### config.mk
export PLATFORM = sky130hd
export DESIGN_NAME = tiny_riscv_periph_ctrl
export DESIGN_NICKNAME = d
export VERILOG_FILES = /design/src/rtl/tiny_riscv_periph_pkg.sv /design/src/rtl/tiny_riscv_sync_fifo.sv /design/src/rtl/tiny_riscv_periph_ctrl.sv
export SDC_FILE = /design/constraint.sdc
export NUM_CORES = 1
export LEC_CHECK = 0
export CAP_MARGIN = 20
export CORE_UTILIZATION = 44
export CTS_CLUSTER_DIAMETER = 80
export DETAILED_ROUTE_END_ITERATION = 8
export GPL_TIMING_DRIVEN = 0
export PLACE_DENSITY = 0.74
export SLEW_MARGIN = 20
export SYNTH_ARGS = -nofsm -noshare
export SYNTH_HDL_FRONTEND = slang
export SYNTH_SLANG_ARGS = --single-unit
### constraint.sdc
create_clock -name i_Clk -period 2.4 [get_ports i_Clk]
set_clock_uncertainty 0.2 [all_clocks]
set_input_delay 0.48 -clock i_Clk [delete_from_list [all_inputs] [get_ports i_Clk]]
set_output_delay 0.48 -clock i_Clk [all_outputs]
set_load 0.01 [all_outputs]
### src/rtl/tiny_riscv_periph_pkg.sv
// Shared constants for the memory-mapped peripheral controller.
// Address bit indices, status bit positions and drain states.
package tiny_riscv_periph_pkg;

  localparam int A_LED       = 0;
  localparam int A_UART_DATA = 1;
  localparam int A_UART_CTRL = 2;
  localparam int A_SEG1      = 3;
  localparam int A_SEG2      = 4;

  localparam int ST_OVF       = 8;
  localparam int ST_BUSY      = 9;
  localparam int ST_IDLE      = 10;
  localparam int ST_COUNT_LSB = 16;

  typedef enum logic {
    IDLE,
    PRESENT
  } drain_state_t;

endpackage

### src/rtl/tiny_riscv_sync_fifo.sv
// Single-clock FIFO with occupancy count.
// A push while full is accepted only when a pop happens in the same cycle.
module tiny_riscv_sync_fifo #(
  parameter int WIDTH = 8,
  parameter int DEPTH = 16,
  parameter int CNT_W = $clog2(DEPTH) + 1
) (
  input  logic             i_Clk,
  input  logic             i_Rst,
  input  logic             push,
  input  logic [WIDTH-1:0] push_data,
  input  logic             pop,
  output logic [WIDTH-1:0] pop_data,
  output logic             full,
  output logic             empty,
  output logic [CNT_W-1:0] count
);

  localparam int AW = $clog2(DEPTH);

  logic [WIDTH-1:0] mem [DEPTH];
  logic [AW-1:0]    wr_ptr;
  logic [AW-1:0]    rd_ptr;
  logic             do_push;
  logic             do_pop;

  assign full     = (count == CNT_W'(DEPTH));
  assign empty    = (count == '0);
  assign do_pop   = pop & ~empty;
  assign do_push  = push & (~full | do_pop);
  assign pop_data = mem[rd_ptr];

  always_ff @(posedge i_Clk or posedge i_Rst) begin
    if (i_Rst) begin
      wr_ptr <= '0;
      rd_ptr <= '0;
      count  <= '0;
    end else begin
      if (do_push) wr_ptr <= wr_ptr + 1'b1;
      if (do_pop)  rd_ptr <= rd_ptr + 1'b1;
      case ({do_push, do_pop})
        2'b10:   count <= count + 1'b1;
        2'b01:   count <= count - 1'b1;
        default: count <= count;
      endcase
    end
  end

  always_ff @(posedge i_Clk) begin
    if (do_push) mem[wr_ptr] <= push_data;
  end

endmodule

### src/rtl/tiny_riscv_periph_ctrl.sv
// Peripheral controller: LED/7-seg registers, UART TX FIFO,
// drain sequencer to the UART emitter and status read-back.
module tiny_riscv_periph_ctrl
  import tiny_riscv_periph_pkg::*;
#(
  parameter int FIFO_DEPTH = 16,
  parameter int CNT_W      = $clog2(FIFO_DEPTH) + 1
) (
  input  logic        i_Clk,
  input  logic        i_Rst,
  input  logic        i_periph_sel,
  input  logic [29:0] i_word_addr,
  input  logic        i_write_strobe,
  input  logic [31:0] i_write_data,
  input  logic        i_read_strobe,
  output logic [31:0] o_read_data,
  output logic [7:0]  o_uart_data,
  output logic        o_uart_valid,
  input  logic        i_uart_ready,
  output logic [3:0]  o_LED,
  output logic [6:0]  o_seg1_data,
  output logic [6:0]  o_seg2_data
);

  drain_state_t state;
  drain_state_t state_d;

  logic             wr;
  logic             wr_led;
  logic             wr_data;
  logic             wr_ctrl;
  logic             wr_seg1;
  logic             wr_seg2;
  logic             pop;
  logic             ovf;
  logic             ovf_set;
  logic             ovf_clr;
  logic             full;
  logic             empty;
  logic [7:0]       head;
  logic [CNT_W-1:0] count;
  logic [31:0]      status;
  logic             unused;

  assign wr      = i_periph_sel & i_write_strobe;
  assign wr_led  = wr & i_word_addr[A_LED];
  assign wr_data = wr & i_word_addr[A_UART_DATA];
  assign wr_ctrl = wr & i_word_addr[A_UART_CTRL];
  assign wr_seg1 = wr & i_word_addr[A_SEG1];
  assign wr_seg2 = wr & i_word_addr[A_SEG2];
  assign ovf_set = wr_data & full & ~pop;
  assign ovf_clr = wr_ctrl & i_write_data[0];

  assign unused = ^{i_read_strobe, i_word_addr[29:5], i_write_data[31:8]};

  tiny_riscv_sync_fifo #(
    .WIDTH (8),
    .DEPTH (FIFO_DEPTH),
    .CNT_W (CNT_W)
  ) u_tx_fifo (
    .i_Clk     (i_Clk),
    .i_Rst     (i_Rst),
    .push      (wr_data),
    .push_data (i_write_data[7:0]),
    .pop       (pop),
    .pop_data  (head),
    .full      (full),
    .empty     (empty),
    .count     (count)
  );

  always_ff @(posedge i_Clk or posedge i_Rst) begin
    if (i_Rst) begin
      o_LED       <= '0;
      o_seg1_data <= '0;
      o_seg2_data <= '0;
      ovf         <= 1'b0;
    end else begin
      if (wr_led)  o_LED       <= i_write_data[3:0];
      if (wr_seg1) o_seg1_data <= i_write_data[6:0];
      if (wr_seg2) o_seg2_data <= i_write_data[6:0];
      if (ovf_set)      ovf <= 1'b1;
      else if (ovf_clr) ovf <= 1'b0;
    end
  end

  always_ff @(posedge i_Clk or posedge i_Rst) begin
    if (i_Rst) begin
      state       <= IDLE;
      o_uart_data <= '0;
    end else begin
      state <= state_d;
      if (pop) o_uart_data <= head;
    end
  end

  // Accepting a byte and loading the next happen on the same edge.
  always_comb begin
    state_d = state;
    pop     = 1'b0;
    unique case (state)
      IDLE: begin
        if (!empty) begin
          pop     = 1'b1;
          state_d = PRESENT;
        end
      end
      PRESENT: begin
        if (i_uart_ready) begin
          if (!empty) pop = 1'b1;
          else state_d = IDLE;
        end
      end
      default: state_d = IDLE;
    endcase
  end

  assign o_uart_valid = (state == PRESENT);

  always_comb begin
    status                           = '0;
    status[ST_OVF]                   = ovf;
    status[ST_BUSY]                  = full;
    status[ST_IDLE]                  = empty & ~o_uart_valid;
    status[ST_COUNT_LSB +: CNT_W]    = count;
  end

  always_comb begin
    o_read_data = '0;
    if (i_periph_sel) begin
      if (i_word_addr[A_UART_CTRL])  o_read_data = status;
      else if (i_word_addr[A_LED])   o_read_data = {28'h0, o_LED};
      else if (i_word_addr[A_SEG1])  o_read_data = {25'h0, o_seg1_data};
      else if (i_word_addr[A_SEG2])  o_read_data = {25'h0, o_seg2_data};
    end
  end

endmodule

==> reports/results.txt <==
status: finished with violations
violated checks: negative setup slack
top cell type's share of synthesized area: 0.542
port bufs: 56
top_reg_cell synth: edfxtp_1
fin nets: 629
grt total ovfl: 0
Critical R2R Launch: u_tx_fifo.count[0]
CP max FO: 3
largest net degree at the start of global routing: 23
CORE AREA: 15800 µm²
Slew @ Worst Pin: 0.843 ns
Pleak: 3.38 nW
worst r2r path cells: 11
reg2reg setup slack: -0.29 ns
antenna-violating nets left: 0
Worst Setup End Kind: flop
layout cells sized above 1: 0.361
Setup Crit Path Kind: flop to flop
I/O Pins: 127
CTS max path bufs: 2
DRC violations left: 0
Startpoint Class: flop
synthesized flop and latch total: 169
vias in the first global route: 4413
Pwr per Cell Area: 1060 nW/µm²
DIE AREA: 16600 µm²
top cells by area, synth: edfxtp_1, dfrtp_1, mux4_2
Synth cell types: 42
Worst slew margin: 0.436
initial antenna violation count: 0
hold_buf cts: 0
Max H-tree Level: 4
end of the worst register-to-register path: u_tx_fifo.count[4]
dpl hpwl: 9760 µm
drt total wl: 16600 µm
Area growth syn-to-layout: 31.1%
Starting Density: 0.448
Tot GR Track Use: 0.217
Final Critical Period: 2.69 ns
final hold vios: 0
DRT Pass-1 Iters: 5
EDFF count, synth: 128
synthesized area: 7090 µm²
Final Max Slew Viols: 0
mean area per synthesized cell: 16.7 µm²
Rows: 46
final count of negative-setup-slack endpoints: 4
Req. time, crit path: 2.50 ns
clk slew on worst S/H paths: 0.06 ns
CTS Buf Count: 17
share of the yosys chip area belonging to registers: 0.687
Synth Instances: 426
chip width: 129 µm
Synth area leader: edfxtp_1
Die Y: 129 µm
area taken by multi-input logic gates: 2310 µm²
RSZ-0062 raised after global routing: yes
Overall Power: 9.82 mW
DR WL/cell: 21.2 µm
Tcrit/Tclk final: 1.12
Placer Congestion: 0.794
Crit path arrival time: 2.79 ns
register area: 4870 µm²
Peak Freq: 372 MHz
Worst VDD drop: 0.623 mV
PnR worst setup slack: -0.288 ns
Yosys warnings: 0
Hold WC Path Type: input pin to async pin
share of flip-flops with an asynchronous set or reset: 0.243
DRT iter0 DRCs: 454
Fillers: 1131
CTS root buf: clkbuf_16
Avg Vias per Cell: 5.46
TNS Setup: -0.677 ns
diode count: 0
clock latency at the later pin of the worst-skew pair: 0.43 ns
CTS tree: yes
Max Cap Violations: 0
first-pass GRT wire length: 25500 µm
total number of vias: 4279
CTS Sinks: 169
## synth_stat cells (5+ instances only)
cell	number
mux2i_1	18
mux4_2	32
clkbuf_1	9
a21oi_1	11
and3_1	5
buf_4	19
edfxtp_1	128
o221ai_1	8
nor3_1	6
buf_2	8
dfrtp_1	41
ha_1	6
xnor2_1	9
nand2b_1	5
mux2_2	16
inv_1	5
nor2_1	24
nand2_1	31
nand3_1	7
## layout by cell type, fill, tap and decap left out, drive strengths merged, types with 9 or more instances in the layout
cell,n
nor2,24
nand2,31
mux2i,19
clkdlybuf4s50,41
buf,71
edfxtp,128
mux4,32
conb,17
a21oi,11
dfrtp,41
mux2,18
xnor2,9
clkbuf,32
## metal layers
layer  routed length [µm]  global-route usage  up-vias  part of all wire
met5                    0                   0        -                 0
met4                  414              0.0941        0             0.025
met3                  858              0.0491       35             0.052
met2                 8700               0.372      172              0.52
met1                 6620               0.265     2201              0.40
li1                     -                   -     1871                 -
## sequential cells by signal, summed over array words and instances, names as in the netlist, 4 cells and up
signal	cells
u_tx_fifo.mem	128
o_uart_data	8
o_seg1_data	7
o_seg2_data	7
u_tx_fifo.count	5
o_LED	4
u_tx_fifo.rd_ptr	4
u_tx_fifo.wr_ptr	4
## worst max-delay path: stages, from the launching register on
cell and delay [ns]:
dfrtp_2 0.41, buf_6 0.13, nor4_4 0.31, buf_4 0.18, a21oi_4 0.05, nand2_2 0.10, xnor2_2 0.08, ha_2 0.20
buf_6 0.12, nor4_4 0.29, a21oi_1 0.10, or3b_1 0.38
## worst max path at each step
stage,startpoint,end,slack (ns),depth (start not counted)
after CTS,u_tx_fifo.count[0],u_tx_fifo.count[4],-0.16,11
after global routing,u_tx_fifo.count[0],u_tx_fifo.count[4],-0.35,11
after floorplan,i_write_strobe,u_tx_fifo.mem[1][0],-0.16,5
after global placement,i_periph_sel,u_tx_fifo.mem[1][3],-1.43,6
final,u_tx_fifo.count[0],u_tx_fifo.count[4],-0.29,11
after detailed placement,i_periph_sel,u_tx_fifo.mem[7][3],-1.28,6
## where the power goes
part           total [mW]  switching [mW]  internal (mW)
Combinational        3.36            1.72           1.64
Clock                2.79            1.15           1.63
Sequential           3.67           0.213           3.46
Total                9.82            3.09           6.73
## kinds of logic (layout without fill, tap and decap cells)
kind of cell | Yosys count | count (layout) | synth area share
compound gates | 31 | 31 | 0.0302
flops | 169 | 169 | 0.687
buf+inv | 45 | 171 | 0.0367
other cells | 1 | 17 | 0.000529
mux | 69 | 69 | 0.158
simple gates | 96 | 96 | 0.0669
fa+ha+maj | 6 | 6 | 0.0106
xor+xnor | 9 | 9 | 0.0111
## stage by stage
stage / cells / setup WS, ns / hold slack, ns / area, µm² / utilization
finish: 784 / -0.288 / 0.195 / 9300 / 0.587
global route: 784 / -0.355 / 0.236 / 9300 / 0.587
CTS: 781 / -0.158 / 0.197 / 9210 / 0.582
detailed placement: 715 / -1.28 / 0.279 / 8040 / 0.508
global placement: 714 / -1.43 / 0.273 / 8010 / 0.506
floorplan: 442 / -0.159 / 0.258 / 7180 / -
## area by class of cell
type / instances / share of cell area
inverters: 5 / 0.00202
plain buffers: 39 / 0.0280
clock buffers: 17 / 0.0458
clock inverters: 15 / 0.0191
multi-input cells: 228 / 0.248
flip-flops and latches: 169 / 0.524
repair buffers: 95 / 0.104
well taps: 216 / 0.0291
## what timing repair did
| item | in CTS | in global routing |
|---|---|---|
| endpoints found under the setup margin | 146 | 62 |
| pin swaps | 18 | 10 |
| gates cloned | 0 | 0 |
| resized for setup | 86 | 26 |
| setup buffers | 35 | 3 |
Note: power is estimated with default switching activity, not from simulation.
